$ cat config.mk
export PLATFORM = sky130hd
export DESIGN_NAME = uart_rx
export DESIGN_NICKNAME = d
export VERILOG_FILES = /design/src/rtl/uart_pkg.sv /design/src/rtl/uart_rx_sync.sv /design/src/rtl/uart_rx.sv
export SDC_FILE = /design/constraint.sdc
export NUM_CORES = 1
export LEC_CHECK = 0
export ABC_AREA = 1
export ABC_CLOCK_PERIOD_IN_PS = 1500
export BUFFER_PORTS_ARGS = -buffer_cell sky130_fd_sc_hd__buf_2
export CORE_UTILIZATION = 54
export CTS_CLUSTER_SIZE = 25
export DETAILED_ROUTE_END_ITERATION = 12
export PLACE_DENSITY = 0.74
export SLEW_MARGIN = 20
export SYNTH_ARGS = -nofsm -noshare
export SYNTH_HDL_FRONTEND = slang
export SYNTH_SLANG_ARGS = --single-unit
$ cat constraint.sdc
create_clock -name sys_clk -period 1.5 [get_ports sys_clk]
set_clock_uncertainty 0.1 [all_clocks]
set_input_delay 0 -clock sys_clk [delete_from_list [all_inputs] [get_ports sys_clk]]
set_output_delay 0 -clock sys_clk [all_outputs]
set_load 0.005 [all_outputs]
$ cat src/rtl/uart_pkg.sv
// Shared UART definitions: default baud generation constants and the receiver state encoding.
package uart_pkg;

    localparam int SYS_CLK_FRE = 50_000_000;
    localparam int BPS         = 57600;

    typedef enum logic [1:0] {
        IDLE  = 2'd0,
        START = 2'd1,
        DATA  = 2'd2,
        STOP  = 2'd3
    } rx_state_t;

    // 2-of-3 vote used by the filtered-sampling receiver build.
    function automatic logic maj3(input logic [2:0] v);
        return (v[0] & v[1]) | (v[0] & v[2]) | (v[1] & v[2]);
    endfunction

endpackage

$ cat src/rtl/uart_rx_sync.sv
// Two-flop synchronizer for the asynchronous serial line plus a history flop for falling-edge detection.
module uart_rx_sync (
    input  logic sys_clk,
    input  logic sys_rst_n,
    input  logic uart_rxd,
    output logic rxd_s2,
    output logic fall
);

    logic rxd_s1;
    logic rxd_s3;

    // Flops reset to the idle-high line level so leaving reset never looks like a start edge.
    always_ff @(posedge sys_clk or negedge sys_rst_n) begin
        if (!sys_rst_n) begin
            rxd_s1 <= 1'b1;
            rxd_s2 <= 1'b1;
            rxd_s3 <= 1'b1;
        end else begin
            // NOTE: non-blocking assignments keep this a true 3-stage shift; blocking would collapse it.
            rxd_s1 <= uart_rxd;
            rxd_s2 <= rxd_s1;
            rxd_s3 <= rxd_s2;
        end
    end

    assign fall = rxd_s3 & ~rxd_s2;

endmodule

$ cat src/rtl/uart_rx.sv
// 8N1 UART receiver, LSB first, mid-bit sampling with start validation and stop-bit check.
// Define UART_RX_MAJORITY_EN to decide each bit by a 2-of-3 vote over the last three synchronized samples.
module uart_rx #(
    parameter int SYS_CLK_FRE = 50_000_000,
    parameter int BPS         = 57600
) (
    input  logic       sys_clk,
    input  logic       sys_rst_n,
    input  logic       uart_rxd,
    output logic [7:0] uart_data,
    output logic       uart_done,
    output logic       frame_err
);
    import uart_pkg::*;

    localparam int          BPS_CNT   = SYS_CLK_FRE / BPS;
    localparam int          HALF_CNT  = BPS_CNT / 2;
    localparam logic [15:0] BPS_LAST  = 16'(BPS_CNT - 1);
    localparam logic [15:0] HALF_LAST = 16'(HALF_CNT - 1);

    rx_state_t   state, state_nxt;
    logic [15:0] clk_cnt, clk_cnt_nxt;
    logic [2:0]  bit_cnt, bit_cnt_nxt;
    logic [7:0]  shift_reg, shift_nxt;
    logic [7:0]  data_nxt;
    logic        done_nxt;
    logic        err_nxt;
    logic        rxd_s2;
    logic        fall;
    logic        sample_bit;

    uart_rx_sync u_sync (
        .sys_clk   (sys_clk),
        .sys_rst_n (sys_rst_n),
        .uart_rxd  (uart_rxd),
        .rxd_s2    (rxd_s2),
        .fall      (fall)
    );

`ifdef UART_RX_MAJORITY_EN
    logic [1:0] rxd_hist;

    always_ff @(posedge sys_clk or negedge sys_rst_n) begin
        if (!sys_rst_n) rxd_hist <= 2'b11;
        else            rxd_hist <= {rxd_hist[0], rxd_s2};
    end

    assign sample_bit = maj3({rxd_hist, rxd_s2});
`else
    assign sample_bit = rxd_s2;
`endif

    always_ff @(posedge sys_clk or negedge sys_rst_n) begin
        if (!sys_rst_n) begin
            state     <= IDLE;
            clk_cnt   <= '0;
            bit_cnt   <= '0;
            shift_reg <= '0;
            uart_data <= '0;
            uart_done <= 1'b0;
            frame_err <= 1'b0;
        end else begin
            state     <= state_nxt;
            clk_cnt   <= clk_cnt_nxt;
            bit_cnt   <= bit_cnt_nxt;
            shift_reg <= shift_nxt;
            uart_data <= data_nxt;
            uart_done <= done_nxt;
            frame_err <= err_nxt;
        end
    end

    always_comb begin
        // NOTE: every output gets a default first so no path through the case can infer a latch.
        state_nxt   = state;
        clk_cnt_nxt = clk_cnt + 16'd1;
        bit_cnt_nxt = bit_cnt;
        shift_nxt   = shift_reg;
        data_nxt    = uart_data;
        done_nxt    = 1'b0;
        err_nxt     = 1'b0;

        unique case (state)
            IDLE: begin
                clk_cnt_nxt = '0;
                if (fall) state_nxt = START;
            end
            START: begin
                if (clk_cnt == HALF_LAST) begin
                    clk_cnt_nxt = '0;
                    bit_cnt_nxt = '0;
                    // A high line at mid start bit was only a glitch.
                    state_nxt   = sample_bit ? IDLE : DATA;
                end
            end
            DATA: begin
                if (clk_cnt == BPS_LAST) begin
                    clk_cnt_nxt        = '0;
                    shift_nxt[bit_cnt] = sample_bit;
                    if (bit_cnt == 3'd7) state_nxt = STOP;
                    else                 bit_cnt_nxt = bit_cnt + 3'd1;
                end
            end
            STOP: begin
                if (clk_cnt == BPS_LAST) begin
                    clk_cnt_nxt = '0;
                    // Returning to IDLE at mid stop bit lets a back-to-back start edge be caught.
                    state_nxt   = IDLE;
                    if (sample_bit) begin
                        data_nxt = shift_reg;
                        done_nxt = 1'b1;
                    end else begin
                        err_nxt  = 1'b1;
                    end
                end
            end
            default: state_nxt = IDLE;
        endcase
    end

endmodule
==> results of run 1 <==
-- area by class of cell --
class | count | area share [%]
Multi-Input combinational cell | 177 | 38.4
Sequential cell | 42 | 35.5
Timing Repair Buffer | 52 | 13.5
Inverter | 38 | 5.49
Clock buffer | 5 | 2.30
Clock inverter | 3 | 2.30
Tap cell | 48 | 2.01
Timing Repair inverter | 2 | 0.503
-- layer usage --
metal | GRT usage (%) | vias up | part of all wire [%]
met5 | 0 | - | 0
met4 | 8.15 | 0 | 1.8
met3 | 4.69 | 12 | 4.8
met2 | 38.8 | 77 | 51
met1 | 33.3 | 944 | 43
li1 | - | 946 | -
-- kinds of logic after synthesis --
family,after synthesis
AO/OA/AOI/OAI,22
buffers and inverters,40
XOR/XNOR,4
AND/OR/NAND/NOR,146
flip-flops,42
adder cells (fa/ha/maj),4
-- where the power goes --
part / leakage [uW] / total [uW] / internal, uW / switching, uW
clock network: 0.0000683 / 1080 / 667 / 408
registers: 0.000563 / 1340 / 1220 / 116
logic: 0.000858 / 1290 / 502 / 790
-- cell usage in the layout, fill, tap and decap left out, types with 7 or more instances in the layout --
cell,instances
nor2_2,13
buf_6,7
buf_4,30
dfrtp_1,35
nor3_2,7
nand2_2,15
buf_2,12
nand3_1,7
nand2_1,55
a21oi_1,7
nor2_1,18
inv_1,26
-- through the flow --
stage	util (%)	instance area [um^2]	instances	hold slack (ns)	power, uW
global placement	64.7	2420	337	-0.142	2180
global route	79.8	2990	367	0.109	3890
floorplan	-	2160	258	-0.396	2010
CTS	71.4	2670	350	0.0751	3440
detailed placement	64.7	2420	337	-0.137	2210
finish	79.8	2990	367	0.0707	3710
-- worst max-delay path, delay by kind of cell (launching register included) --
kind | cells | cell delay [ns]
and+or+nand+nor | 6 | 0.97
DFF | 1 | 0.44
AOI/OAI and AO/OA | 1 | 0.08
buffers and inverters | 1 | 0.05
-- worst max path at each step --
stage,to,slack (ns),cells past startpoint
after global routing,shift_reg[0],-0.34,8
after CTS,bit_cnt[1],-0.05,11
final,shift_reg[6],-0.24,8
after global placement,clk_cnt[12],-0.05,8
after detailed placement,clk_cnt[12],-0.1,8
after floorplan,clk_cnt[8],0.02,9
-- what timing repair did --
item,CTS,global route
hold endpoints to repair,43,0
setup endpoints to repair,35,36
cloned,1,2
pin swaps,10,21
resized for setup,19,55
buffers inserted,2,15
hold buffers,2,0
==> impl_metrics.xml, run 1 <==
<?xml version="1.0" encoding="UTF-8"?>
<metrics>
  <group name="clock_network">
    <metric name="clock_tree.htree_level_count" unit="">2</metric>
    <metric name="cts_tree" unit="">done</metric>
    <metric name="cts.sink_count" unit="">42</metric>
    <metric name="cts_made_buffers" unit="">5</metric>
    <metric name="clk_pin_slew" unit="ns">0.08</metric>
    <metric name="ctsRootBufferMaster" unit="">clkbuf_8</metric>
    <metric name="worst_skew_pair.late_latency" unit="ns">0.30</metric>
    <metric name="max-clock-path-buffers" unit="">2</metric>
  </group>
  <group name="synth">
    <metric name="syn-mean-instance-area" unit="um^2">8.35</metric>
    <metric name="synth_edf_count" unit="">0</metric>
    <metric name="synth_nets" unit="">265</metric>
    <metric name="synthSimpleGateAreaFrac" unit="%">33.6</metric>
    <metric name="synthesis.yosys.warnings" unit="">0</metric>
    <metric name="synth_top_family_by_area" unit="">simple AND/OR/NAND/NOR gates</metric>
    <metric name="synthCells" unit="">258</metric>
    <metric name="yosysUniqueCellTypes" unit="">30</metric>
    <metric name="synth-seq-cells" unit="">42</metric>
    <metric name="synth-main-ff-cell" unit="">dfrtp_1</metric>
    <metric name="synth_common_cells" unit="">nand2_1, dfrtp_1, inv_1</metric>
    <metric name="yosysMostFrequentCell" unit="">nand2_1</metric>
    <metric name="synth-seq-area-share" unit="%">49.0</metric>
    <metric name="share_of_synthesized_area_spent_on_multiplexers" unit="%">0</metric>
    <metric name="synthTopCellsByArea" unit="">dfrtp_1, nand2_1, inv_1, nor2_1, dfstp_2</metric>
    <metric name="post-synth-top-area-fraction" unit="%">45.3</metric>
    <metric name="adder_cell_share_of_the_synthesized_area" unit="%">2.32</metric>
    <metric name="synth-compound-area-share" unit="%">5.46</metric>
    <metric name="synth-async-reset-ratio" unit="%">100</metric>
    <metric name="synth-xor-area-share" unit="%">1.63</metric>
    <metric name="synth_area" unit="um^2">2150</metric>
    <metric name="synthDominantAreaCellType" unit="">dfrtp_1</metric>
  </group>
  <group name="global_routing">
    <metric name="grt_antenna_before_repair" unit="">0</metric>
    <metric name="total_grt_usage" unit="%">24.3</metric>
    <metric name="largest_net_degree_at_the_start_of_global_routing" unit="">26</metric>
    <metric name="first_global_vias" unit="">1736</metric>
    <metric name="gr-total-overflow" unit="">0</metric>
    <metric name="grt_pass1_wl" unit="mm">7.74</metric>
  </group>
  <group name="sta">
    <metric name="fin_tns_setup" unit="ns">-2.85</metric>
    <metric name="max_slew.worst_pin.slew" unit="ns">0.439</metric>
    <metric name="timing_hold_violations_final" unit="">0</metric>
    <metric name="layout_worst_path_cycle_share" unit="%">116</metric>
    <metric name="fin_crit" unit="ns">1.74</metric>
    <metric name="max_freq" unit="MHz">576</metric>
    <metric name="finalSetupViolCount" unit="">37</metric>
    <metric name="report.final.slew_viol_count" unit="">0</metric>
    <metric name="slew_headroom" unit="%">70.8</metric>
    <metric name="setup_ws" unit="ns">-0.235</metric>
    <metric name="grt_setup_unrepaired" unit="">yes</metric>
  </group>
  <group name="critical_path">
    <metric name="critical_path.startpoint" unit="">clk_cnt[3]</metric>
    <metric name="cp_cell_sequence" unit="">nor2_4 -&gt; nand2_1 -&gt; nor2_2 -&gt; nand4_1 -&gt; nor2_1 -&gt; nand2_1 -&gt; o21ai_0 -&gt; inv_1</metric>
    <metric name="critical_path_s_slowest_cell" unit="">dfrtp_2</metric>
    <metric name="timing.critical_path.arrival" unit="ns">1.83</metric>
    <metric name="worst_r2r_path_depth" unit="">8</metric>
    <metric name="rrSetupSlack" unit="ns">-0.24</metric>
    <metric name="r2r-start" unit="">clk_cnt[3]</metric>
    <metric name="slowest_delay" unit="ns">0.44</metric>
    <metric name="crit_path_max_fanout" unit="">4</metric>
    <metric name="worst_setup_path_start_kind" unit="">flop</metric>
    <metric name="worstPathRequired" unit="ns">1.59</metric>
    <metric name="critical_path.reg2reg.endpoint" unit="">shift_reg[6]</metric>
    <metric name="endpoint_kind" unit="">flop</metric>
    <metric name="path_class" unit="">reg -&gt; reg</metric>
    <metric name="worst_path_most_repeated_cell" unit="">nand2_1</metric>
  </group>
  <group name="finish">
    <metric name="post_route_cells_drive_above_1_share" unit="%">45.5</metric>
    <metric name="design.final.nets" unit="">325</metric>
    <metric name="num-fill-cells" unit="">210</metric>
    <metric name="flow.area_growth_from_synthesis" unit="%">38.7</metric>
    <metric name="sequential_cell_area" unit="um^2">1060</metric>
    <metric name="multi_input_area" unit="um^2">1150</metric>
    <metric name="largest_reg_flops" unit="">16</metric>
    <metric name="antenna_cells_inserted" unit="">0</metric>
  </group>
  <group name="routing">
    <metric name="remaining_drc_errors" unit="">0</metric>
    <metric name="firstDrtPassIters" unit="">5</metric>
    <metric name="avgRoutedWirePerCell" unit="um">15.0</metric>
    <metric name="num_vias" unit="">1979</metric>
    <metric name="initial_drc_count" unit="">172</metric>
    <metric name="via_per_instance_ratio" unit="">5.39</metric>
    <metric name="antenna_violating_nets_post_route" unit="">0</metric>
    <metric name="detail_route.wirelength" unit="mm">5.50</metric>
  </group>
  <group name="placed_design">
    <metric name="detailed_place_hpwl" unit="mm">3.04</metric>
    <metric name="numPortBuffers" unit="">12</metric>
    <metric name="post-place-ws" unit="ns">-0.0955</metric>
    <metric name="gp_congestion" unit="">0.889</metric>
  </group>
  <group name="run_status">
    <metric name="status" unit="">complete, but fails checks</metric>
    <metric name="failed_checks" unit="">setup timing</metric>
  </group>
  <group name="floorplan">
    <metric name="floorplan.core_area" unit="um^2">3740</metric>
    <metric name="start_util" unit="%">57.5</metric>
    <metric name="die-width" unit="um">65.1</metric>
    <metric name="rows" unit="">22</metric>
    <metric name="die_h" unit="um">65.1</metric>
    <metric name="floorplan.die_area" unit="um^2">4240</metric>
    <metric name="top_level_ports" unit="">13</metric>
  </group>
  <group name="min_path">
    <metric name="min-delay-path-class" unit="">in -&gt; async</metric>
  </group>
  <group name="pwr">
    <metric name="vdd_drop_max" unit="V">0.000885</metric>
    <metric name="p_leak" unit="uW">0.00149</metric>
    <metric name="cellPowerDensity" unit="nW/um^2">1240</metric>
  </group>
  <group name="job">
    <metric name="timing.max_cap.violations" unit="">0</metric>
  </group>
</metrics>
(Power assumes the default switching activity.)
==> run 2: changes to the inputs <==
- ABC_AREA: 1 -> unset
- CORE_MARGIN: unset -> 5
- CORE_UTILIZATION: 54 -> 53
- PLACE_DENSITY: 0.74 -> 0.73
==> impl_metrics.xml, run 2 <==
<?xml version="1.0" encoding="UTF-8"?>
<metrics>
  <group name="run_status">
    <metric name="status" unit="">complete, but fails checks</metric>
    <metric name="failed_checks" unit="">setup timing</metric>
  </group>
  <group name="floorplan">
    <metric name="floorplan.die_area" unit="um^2">4840</metric>
    <metric name="floorplan.core_area" unit="um^2">3390</metric>
    <metric name="die_h" unit="um">69.5</metric>
    <metric name="start_util" unit="%">55.4</metric>
    <metric name="rows" unit="">21</metric>
    <metric name="top_level_ports" unit="">13</metric>
    <metric name="die-width" unit="um">69.5</metric>
  </group>
  <group name="critical_path">
    <metric name="critical_path_s_slowest_cell" unit="">or4_4</metric>
    <metric name="endpoint_kind" unit="">flop</metric>
    <metric name="timing.critical_path.arrival" unit="ns">2.65</metric>
    <metric name="crit_path_max_fanout" unit="">9</metric>
    <metric name="worst_setup_path_start_kind" unit="">flop</metric>
    <metric name="cp_cell_sequence" unit="">or4_4 -&gt; or4_4 -&gt; buf_8 -&gt; nor3_4 -&gt; buf_12 -&gt; mux2_4</metric>
    <metric name="worstPathRequired" unit="ns">1.66</metric>
    <metric name="slowest_delay" unit="ns">0.57</metric>
    <metric name="path_class" unit="">reg -&gt; reg</metric>
    <metric name="worst_path_most_repeated_cell" unit="">or4_4</metric>
    <metric name="crit_family" unit="">simple AND/OR/NAND/NOR gates</metric>
    <metric name="crit_buf_inv" unit="">2</metric>
  </group>
  <group name="routing">
    <metric name="detail_route.wirelength" unit="mm">4.16</metric>
    <metric name="initial_drc_count" unit="">97</metric>
    <metric name="antenna_violating_nets_post_route" unit="">0</metric>
    <metric name="via_per_instance_ratio" unit="">5.33</metric>
    <metric name="avgRoutedWirePerCell" unit="um">15.9</metric>
    <metric name="num_vias" unit="">1396</metric>
    <metric name="firstDrtPassIters" unit="">4</metric>
    <metric name="remaining_drc_errors" unit="">0</metric>
  </group>
  <group name="placed_design">
    <metric name="dpl_cell_area" unit="um^2">2280</metric>
    <metric name="gp_congestion" unit="">0.822</metric>
    <metric name="numPortBuffers" unit="">12</metric>
    <metric name="detailed_place_hpwl" unit="mm">2.70</metric>
  </group>
  <group name="synth">
    <metric name="synthesis.yosys.warnings" unit="">0</metric>
    <metric name="synth_edf_count" unit="">0</metric>
    <metric name="yosysUniqueCellTypes" unit="">34</metric>
    <metric name="synth-main-ff-cell" unit="">dfrtp_1</metric>
    <metric name="synthTopCellsByArea" unit="">dfrtp_1, mux2_2, nor2_1, dfstp_2, xor2_1</metric>
    <metric name="synth-seq-area-share" unit="%">56.1</metric>
    <metric name="synth-async-reset-ratio" unit="%">100</metric>
    <metric name="synthCells" unit="">161</metric>
    <metric name="yosysMostFrequentCell" unit="">dfrtp_1</metric>
    <metric name="synth_common_cells" unit="">dfrtp_1, nor2_1, mux2_2</metric>
    <metric name="synth_nets" unit="">168</metric>
    <metric name="post-synth-top-area-fraction" unit="%">51.9</metric>
    <metric name="synth_area" unit="um^2">1880</metric>
    <metric name="synth-seq-cells" unit="">42</metric>
    <metric name="syn-mean-instance-area" unit="um^2">11.7</metric>
    <metric name="synthDominantAreaCellType" unit="">dfrtp_1</metric>
  </group>
  <group name="clock_network">
    <metric name="cts.sink_count" unit="">42</metric>
    <metric name="cts_made_buffers" unit="">5</metric>
    <metric name="clock_tree.htree_level_count" unit="">2</metric>
    <metric name="max-clock-path-buffers" unit="">2</metric>
    <metric name="cts_tree" unit="">done</metric>
    <metric name="worst_skew_pair.late_latency" unit="ns">0.36</metric>
    <metric name="ctsRootBufferMaster" unit="">clkbuf_4</metric>
    <metric name="clk_pin_slew" unit="ns">0.14</metric>
  </group>
  <group name="global_routing">
    <metric name="largest_net_degree_at_the_start_of_global_routing" unit="">23</metric>
    <metric name="first_global_vias" unit="">1485</metric>
    <metric name="grt_pass1_wl" unit="mm">7.13</metric>
    <metric name="global_route.usage.met3" unit="%">4.20</metric>
    <metric name="global_route.usage.met1" unit="%">24.3</metric>
    <metric name="grt_antenna_before_repair" unit="">0</metric>
    <metric name="gr-total-overflow" unit="">0</metric>
    <metric name="total_grt_usage" unit="%">18.6</metric>
    <metric name="global_route.usage.met2" unit="%">29.6</metric>
    <metric name="global_route.peak_usage_layer" unit="">met2</metric>
  </group>
  <group name="finish">
    <metric name="antenna_cells_inserted" unit="">0</metric>
    <metric name="final_common_cell" unit="">dfrtp_1</metric>
    <metric name="post_route_cells_drive_above_1_share" unit="%">46.8</metric>
    <metric name="utilization" unit="%">75.1</metric>
    <metric name="layout.cells.most_common_list" unit="">dfrtp_1, buf_4, nor2_1, buf_2, mux2_4</metric>
    <metric name="largest_reg_flops" unit="">16</metric>
    <metric name="design.final.nets" unit="">222</metric>
    <metric name="flow.area_growth_from_synthesis" unit="%">35.5</metric>
    <metric name="final_cell_area" unit="um^2">2550</metric>
    <metric name="num-fill-cells" unit="">206</metric>
  </group>
  <group name="job">
    <metric name="timing.max_cap.violations" unit="">0</metric>
  </group>
  <group name="sta">
    <metric name="report.final.slew_viol_count" unit="">0</metric>
    <metric name="slew_headroom" unit="%">64.9</metric>
    <metric name="layout_worst_path_cycle_share" unit="%">167</metric>
    <metric name="grt_setup_unrepaired" unit="">yes</metric>
    <metric name="max_slew.worst_pin.slew" unit="ns">0.527</metric>
    <metric name="finalSetupViolCount" unit="">39</metric>
    <metric name="fin_crit" unit="ns">2.50</metric>
    <metric name="timing_hold_violations_final" unit="">0</metric>
    <metric name="setup_ws" unit="ns">-0.999</metric>
    <metric name="max_freq" unit="MHz">400</metric>
  </group>
  <group name="pwr">
    <metric name="p_leak" unit="uW">0.00119</metric>
    <metric name="switchingPower" unit="uW">717</metric>
    <metric name="vdd_drop_max" unit="V">0.000939</metric>
    <metric name="power.internal" unit="uW">1720</metric>
    <metric name="share_of_total_power_in_the_clock_network" unit="%">23.6</metric>
    <metric name="power_switching_share" unit="%">29.5</metric>
    <metric name="power.share.combinational" unit="%">23.5</metric>
    <metric name="cellPowerDensity" unit="nW/um^2">956</metric>
    <metric name="power.share.sequential" unit="%">52.9</metric>
  </group>
  <group name="min_path">
    <metric name="min-delay-path-class" unit="">in -&gt; async</metric>
  </group>
</metrics>
[run 2: what timing repair did]
item	CTS	global route
endpoints found under the hold margin	40	0
gates cloned	1	0
setup buffers	3	1
hold buffers	2	0
pin swaps	1	10
endpoints found under the setup margin	39	39
resized for setup	24	22
[run 2: cell type report]
cell class | count | area, um^2 | area share (%)
clock buffer | 5 | 37.5 | 1.47
clock inverter | 3 | 21.3 | 0.835
inverter | 3 | 11.3 | 0.442
multi-input combinational | 112 | 958 | 37.6
sequential | 42 | 1050 | 41.4
tap | 46 | 57.6 | 2.26
timing repair buffer | 51 | 405 | 15.9
[run 2: through the flow]
| stage | setup WS (ns) | total power, uW | std cells | hold WS [ns] | TNS, ns |
|---|---|---|---|---|---|
| global placement | -1.09 | 1760 | 249 | -0.113 | -32.69 |
| CTS | -0.993 | 2350 | 263 | 0.0577 | -35.19 |
| global route | -1.03 | 2570 | 262 | 0.0863 | -37.02 |
| detailed placement | -1.12 | 1780 | 249 | -0.0897 | -33.30 |
| finish | -0.999 | 2430 | 262 | 0.0373 | -35.10 |
| floorplan | -0.967 | 1530 | 161 | -0.396 | -31.06 |
[run 2: power by group through the flow]
stage | Sequential [uW] | Combinational (uW) | Clock (uW)
4_1_cts | 1280 | 487 | 582
2_1_floorplan | 1330 | 200 | 0
3_5_place_dp | 1300 | 480 | 0
5_1_grt | 1300 | 626 | 647
6_report | 1290 | 572 | 574
3_3_place_gp | 1300 | 466 | 0
[run 2: cell families (layout without fill, tap and decap cells)]
kind of cell             Yosys count  in the layout  share of synthesized area, %
AO/OA/AOI/OAI                      6              6                          2.46
XOR/XNOR                          14             14                          6.52
adder cells (fa/ha/maj)            4              4                          2.66
buffers and inverters              7             62                          1.86
flip-flops                        42             42                          56.1
multiplexers                      17             17                          10.2
AND/OR/NAND/NOR                   71             71                          20.2
[run 2: final timing paths]
kind	startpoint	to	slack, ns	depth (start not counted)
worst max-delay path	clk_cnt[13]	uart_data[3]	-1.0	6
worst min-delay path	sys_rst_n	frame_err	0.04	2
worst max register to register	clk_cnt[13]	uart_data[3]	-1.0	6
worst min register to register	u_sync.rxd_s1	u_sync.rxd_s2	0.27	0
max in group asynchronous	sys_rst_n	u_sync.rxd_s1	0.69	3
min in group sys_clk	uart_rxd	u_sync.rxd_s1	0.18	2
[run 2: worst reg2reg max path, cell delays in order (launching register included)]
cell and delay [ns]:
dfrtp_1 0.42, or4_4 0.52, or4_4 0.57, buf_8 0.17, nor3_4 0.15, buf_12 0.17, mux2_4 0.30
[run 2: per-layer routing]
metal / wire length, um / vias to the layer above
met5: 0 / -
met4: 87 / 0
met3: 141 / 9
met2: 2030 / 26
met1: 1910 / 688
li1: - / 673
